## src/rtl/rtx_pkg.sv

```systemverilog
// rtx_pkg: shared constants, scheduler state encoding and raster width helpers
package rtx_pkg;
  localparam int LOC_WIDTH   = 10;
  localparam int H_RES_DEF   = 640;
  localparam int V_RES_DEF   = 480;
  localparam int MAX_OUT_DEF = 8;
  typedef enum logic [2:0] {IDLE, LATCH, ISSUE, DRAIN, DONE} sched_state_t;
  typedef struct packed {
    logic [LOC_WIDTH-1:0] x;
    logic [LOC_WIDTH-1:0] y;
    logic [LOC_WIDTH-1:0] z;
  } loc_t;
  function automatic int X_W(input int h_res);
    return (h_res > 1) ? $clog2(h_res) : 1;
  endfunction
  function automatic int Y_W(input int v_res);
    return (v_res > 1) ? $clog2(v_res) : 1;
  endfunction
endpackage

```

## src/rtl/rtx_frame_scheduler_raster_counter.sv

```systemverilog
// raster_counter: raster-order pixel coordinate generator
//   clr_i  : restart at (0,0)
//   adv_i  : step to the next pixel in raster order
//   x_o/y_o: current pixel; last_o: current pixel is the final one of the frame
module raster_counter import rtx_pkg::*; #(
  parameter int H_RES = H_RES_DEF,
  parameter int V_RES = V_RES_DEF
) (
  input  logic                   clk,
  input  logic                   rst_n,
  input  logic                   clr_i,
  input  logic                   adv_i,
  output logic [X_W(H_RES)-1:0]  x_o,
  output logic [Y_W(V_RES)-1:0]  y_o,
  output logic                   last_o
);
  localparam int XW = X_W(H_RES);
  localparam int YW = Y_W(V_RES);
  logic [XW-1:0] x_q, x_d;
  logic [YW-1:0] y_q, y_d;
  logic          x_end;
  assign x_end  = x_q == XW'(H_RES - 1);
  assign last_o = x_end && (y_q == YW'(V_RES - 1));
  assign x_o    = x_q;
  assign y_o    = y_q;
  always_comb begin
    x_d = clr_i ? '0 : adv_i ? (x_end ? '0 : x_q + 1'b1) : x_q;
    y_d = (clr_i || (adv_i && last_o)) ? '0 : (adv_i && x_end) ? y_q + 1'b1 : y_q;
  end
  always_ff @(posedge clk or negedge rst_n) begin
    if (!rst_n) begin
      x_q <= '0;
      y_q <= '0;
    end else begin
      x_q <= x_d;
      y_q <= y_d;
    end
  end
endmodule

```

## src/rtl/rtx_frame_scheduler.sv

```systemverilog
// rtx_frame_scheduler: per-frame pixel job sequencer for the ray tracer
//   frame_req_i            : frame start request (vsync edge)
//   l_loc_*_i/l_loc_vld_i  : live light position, captured into a shadow register
//   job_*_o/job_rdy_i      : raster-order pixel jobs, valid/ready handshake
//   frm_l_*_o              : light position frozen for the current frame
//   res_vld_i              : one pixel result retired
//   busy_o/frame_done_o    : status; frame_cnt_o/overrun_cnt_o/err_o : counters and sticky error
module rtx_frame_scheduler import rtx_pkg::*; #(
  parameter int H_RES   = H_RES_DEF,
  parameter int V_RES   = V_RES_DEF,
  parameter int MAX_OUT = MAX_OUT_DEF
) (
  input  logic                  clk,
  input  logic                  rst_n,
  input  logic                  frame_req_i,
  input  logic [LOC_WIDTH-1:0]  l_loc_x_i,
  input  logic [LOC_WIDTH-1:0]  l_loc_y_i,
  input  logic [LOC_WIDTH-1:0]  l_loc_z_i,
  input  logic                  l_loc_vld_i,
  output logic [X_W(H_RES)-1:0] job_x_o,
  output logic [Y_W(V_RES)-1:0] job_y_o,
  output logic                  job_vld_o,
  input  logic                  job_rdy_i,
  output logic [LOC_WIDTH-1:0]  frm_l_x_o,
  output logic [LOC_WIDTH-1:0]  frm_l_y_o,
  output logic [LOC_WIDTH-1:0]  frm_l_z_o,
  input  logic                  res_vld_i,
  output logic                  busy_o,
  output logic                  frame_done_o,
  output logic [15:0]           frame_cnt_o,
  output logic [7:0]            overrun_cnt_o,
  output logic                  err_o
);
  localparam int OW = $clog2(MAX_OUT + 1);
  sched_state_t  state_q, state_d;
  loc_t          l_in, sh_q, frm_q;
  logic [OW-1:0] out_q, out_d;
  logic [15:0]   frame_cnt_q;
  logic [7:0]    ovr_q;
  logic          err_q, xfer, last;
  assign l_in          = {l_loc_x_i, l_loc_y_i, l_loc_z_i};
  // Derived from registered state only, so it drops as soon as reset is asserted.
  assign job_vld_o     = (state_q == ISSUE) && (out_q < OW'(MAX_OUT));
  assign xfer          = job_vld_o && job_rdy_i;
  assign busy_o        = state_q != IDLE;
  assign frame_done_o  = state_q == DONE;
  assign frm_l_x_o     = frm_q.x;
  assign frm_l_y_o     = frm_q.y;
  assign frm_l_z_o     = frm_q.z;
  assign frame_cnt_o   = frame_cnt_q;
  assign overrun_cnt_o = ovr_q;
  assign err_o         = err_q;
  raster_counter #(.H_RES(H_RES), .V_RES(V_RES)) u_raster (
    .clk    (clk),
    .rst_n  (rst_n),
    .clr_i  (state_q == LATCH),
    .adv_i  (xfer),
    .x_o    (job_x_o),
    .y_o    (job_y_o),
    .last_o (last)
  );
  always_comb begin
    state_d = state_q;
    case (state_q)
      IDLE:    state_d = frame_req_i ? LATCH : IDLE;
      LATCH:   state_d = ISSUE;
      ISSUE:   state_d = (xfer && last) ? DRAIN : ISSUE;
      // Uses the registered count, so a result landing with the last issue is still awaited.
      DRAIN:   state_d = (out_q == '0) ? DONE : DRAIN;
      DONE:    state_d = IDLE;
      default: state_d = IDLE;
    endcase
  end
  // A result with nothing outstanding is held at zero rather than underflowing.
  always_comb out_d = (xfer && !res_vld_i) ? out_q + 1'b1 :
                      (!xfer && res_vld_i && out_q != '0) ? out_q - 1'b1 : out_q;
  always_ff @(posedge clk or negedge rst_n) begin
    if (!rst_n) state_q <= IDLE;
    else        state_q <= state_d;
  end
  always_ff @(posedge clk or negedge rst_n) begin
    if (!rst_n) begin
      sh_q        <= '0;
      frm_q       <= '0;
      out_q       <= '0;
      frame_cnt_q <= '0;
      ovr_q       <= '0;
      err_q       <= 1'b0;
    end else begin
      if (l_loc_vld_i) sh_q <= l_in;
      if (state_q == LATCH) frm_q <= l_loc_vld_i ? l_in : sh_q;
      out_q <= out_d;
      if (state_q == DONE) frame_cnt_q <= frame_cnt_q + 16'd1;
      if (frame_req_i && state_q != IDLE && ovr_q != 8'hFF) ovr_q <= ovr_q + 8'd1;
      if (res_vld_i && !xfer && out_q == '0) err_q <= 1'b1;
    end
  end
endmodule
```

## config.mk

```make
export PLATFORM = sky130hd
export DESIGN_NAME = rtx_frame_scheduler
export DESIGN_NICKNAME = d
export VERILOG_FILES = /design/src/rtl/rtx_pkg.sv /design/src/rtl/rtx_frame_scheduler_raster_counter.sv /design/src/rtl/rtx_frame_scheduler.sv
export SDC_FILE = /design/constraint.sdc
export NUM_CORES = 1
export LEC_CHECK = 0
export CORE_AREA = 4 4 115 117
export CTS_BUF_LIST = sky130_fd_sc_hd__clkbuf_8
export DETAILED_ROUTE_END_ITERATION = 7
export DIE_AREA = 0 0 119 121
export DONT_BUFFER_PORTS = 1
export GPL_ROUTABILITY_DRIVEN = 1
export HOLD_SLACK_MARGIN = 0.06
export PLACE_DENSITY = 0.64
export SYNTH_ARGS = -nofsm -noshare
export SYNTH_HDL_FRONTEND = slang
export SYNTH_SLANG_ARGS = --single-unit
```

## constraint.sdc

```tcl
create_clock -name clk -period 2.8 [get_ports clk]
set_clock_uncertainty 0.1 [all_clocks]
set_input_delay 0.56 -clock clk [delete_from_list [all_inputs] [get_ports clk]]
set_output_delay 0.56 -clock clk [all_outputs]
set_load 0.02 [all_outputs]
```

==> metrics.txt <==
IR Drop Worst-Case VDD=between 0.3 and 0.4 mV; number of DRC markers in iteration 0=roughly 140; slew at the pin closest to its max-slew limit=about 0.65 ns; first-pass GRT wire length=~17000 um; worst reg-to-reg setup slack=around 0.35 ns; Max Transition Viols Final=0; commonest cells after routing, fill and taps aside=nand2_1 (117), dfrtp_1 (111), mux2_2 (35), nor2_1 (18); endpoint arrival time on the critical path=around 2.6 ns; proportion of register bits with asynchronous set or reset after synthesis=1.00; synthesis-to-layout area growth=8.57%; Most used DFF post-synth=dfrtp_1; failing checks=hold timing; row count=41; ANT nets after route=0; final worst path period share=0.876; number of buffers inserted during clock tree synthesis=9; minimum hold slack=-0.239 ns; share of final-layout standard cells stronger than drive strength 1=0.152; Die Span Y=roughly 120 um; ant diodes=0; worst hold path class=in2async; clock-pin slew on the worst setup and hold paths=around 0.11 ns; vias in the first global route=3166; sequential fraction of the synthesis area=0.575; Worst-Skew Late Latency=between 0.3 and 0.4 ns; Synth top area share=0.575; starting density of the core=0.391; Post-synth EDFFs=0; number of maximum-capacitance violations=0; weighted congestion at the end of routability-driven global placement=approximately 0.74; antenna violations before repair=0; Leakage=about 2.4 nW; via count=~3200; mapped cell area=around 4800 um^2; combined area of the multi-input logic cells=between 1500 and 2000 um^2; power density relative to cell area=approximately 710 nW/um^2; per-cell routed wire length=16.4 um; Startpoint Class=flop; die footprint=14400 um^2; Mapped Avg Cell Area=11.0 um^2; GR Overflow Total=0; pin count of the biggest net entering global routing=between 100 and 150; buffers from clock root to sink, at most=2; most frequent standard cell in the layout excluding fill and tap cells=nand2_1; Vias/cell=between 5 and 6; nets in the synthesized netlist=483; Routed WL=between 10000 and 15000 um; Layout fillers=1149; shortest period the worst path allows=between 2 and 2.5 ns; footprint of the flip-flops and latches=between 2000 and 3000 um^2; post-CTS resize count=0; total setup buffers inserted after CTS=0; count of port buffers added during placement=0; maximum fanout along the worst path=6; highest achievable clock rate=roughly 410 MHz; Residual DRC=0; RSZ-0062 raised after global routing=no; post-synthesis register bit count=111; required time of the worst setup path=a little under 3 ns; htree depth=3; Max-slew headroom=0.562; area of the core region=~12000 um^2; total of warnings raised by yosys=0; clock tree sinks=between 100 and 150; horizontal die dimension=119 um; total I/O pin count=~110; Hold Violations, Final=111; Critical Setup Path Class=reg2reg; Worst setup EP type=flop; Synth area leaders=dfrtp_1 (57%), nand2_1 (9.1%), mux2_2 (8.2%); CTS tree=yes; status=complete, but fails checks; Root Driver=clkbuf_8; GR Util All Layers=0.145; setup TNS=0 ns; total of endpoints with negative setup slack in the final report=0; nets=just under 500; number of iterations in the first detailed-routing pass=4; DP Wirelength=6840 um; largest area contributor in the netlist=dfrtp_1; post-synthesis cell type count=between 40 and 50; Post-Syn Instances=440
## registers in the layout, summed over array words and instances (netlist names)
register,flops
err_o,1
frame_cnt_o,16
frm_l_x_o,10
frm_l_y_o,10
frm_l_z_o,10
out_q,4
overrun_cnt_o,8
sh_q,30
state_q,3
u_raster.x_o,10
u_raster.y_o,9
## synth_stat cells (all sizes together), types with 5 or more instances
cell type	n
mux2	36
xor2	12
o21ai	9
inv	5
nand2	117
clkbuf	9
nand4	11
dfrtp	111
ha	6
buf	8
nor2	18
a21oi	11
xnor2	16
nand3	16
and3	7
## cell type report
| cell class | instances | share of cell area |
|---|---|---|
| Sequential cell | 111 | 0.530 |
| Multi-Input combinational cell | 307 | 0.373 |
| Tap cell | 172 | 0.0410 |
| Clock buffer | 9 | 0.0236 |
| Clock inverter | 7 | 0.0181 |
| Timing Repair Buffer | 8 | 0.0115 |
| Inverter | 5 | 0.00358 |
## routing by layer
| layer | GRT usage | routed length [um] |
|---|---|---|
| met2 | 0.224 | 4680 |
| met5 | 0 | 0 |
| met3 | 0.0536 | 711 |
| met1 | 0.189 | 4640 |
| met4 | 0.0456 | 127 |
## worst max-delay path, stage by stage (launching register included)
cell and delay (ns):
dfrtp_1 0.43, nor4b_4 0.29, nand2_1 0.20, or2_2 0.37
ha_1 0.29, a21o_1 0.17, a21oi_1 0.23, o21a_1 0.15
o221ai_1 0.11
## cell families (layout without fill, tap and decap cells)
kind of cell,count (synthesis),in the layout,share of synthesized area
buf+inv,22,29,0.0218
compound gates,33,33,0.0425
flops,111,111,0.575
simple gates,201,201,0.202
mux,38,38,0.0888
fa+ha+maj,7,7,0.0197
xor+xnor,28,28,0.0508
## report_power, final
part	total, mW	internal, mW	switching, mW
clock	1.07	0.508	0.562
combinational	0.508	0.278	0.230
sequential	2.14	1.79	0.348
## metrics by stage
| step | total power, mW | cells | setup WS, ns | cell area, um^2 | utilization |
|---|---|---|---|---|---|
| finish | 3.72 | 619 | 0.346 | 5250 | 0.424 |
| global route | 3.93 | 619 | 0.181 | 5250 | 0.424 |
| CTS | 3.76 | 619 | 0.332 | 5250 | 0.424 |
| detailed placement | 2.69 | 603 | 0.350 | 5030 | 0.407 |
| global placement | 2.65 | 603 | 0.430 | 5030 | 0.407 |
| floorplan | 2.57 | 440 | 0.434 | 4830 | - |
## worst paths after layout
| path | cells past startpoint | to | start |
|---|---|---|---|
| max | 8 | out_q[3] | out_q[3] |
| min | 0 | frm_l_x_o[3] | rst_n |
| min in group clk | 1 | out_q[3] | res_vld_i |
| max reg2reg | 8 | out_q[3] | out_q[3] |
| max in group asynchronous | 0 | frame_cnt_o[3] | rst_n |
| min reg2reg | 1 | sh_q[3] | sh_q[3] |
Power figures use the tool's default switching activity.
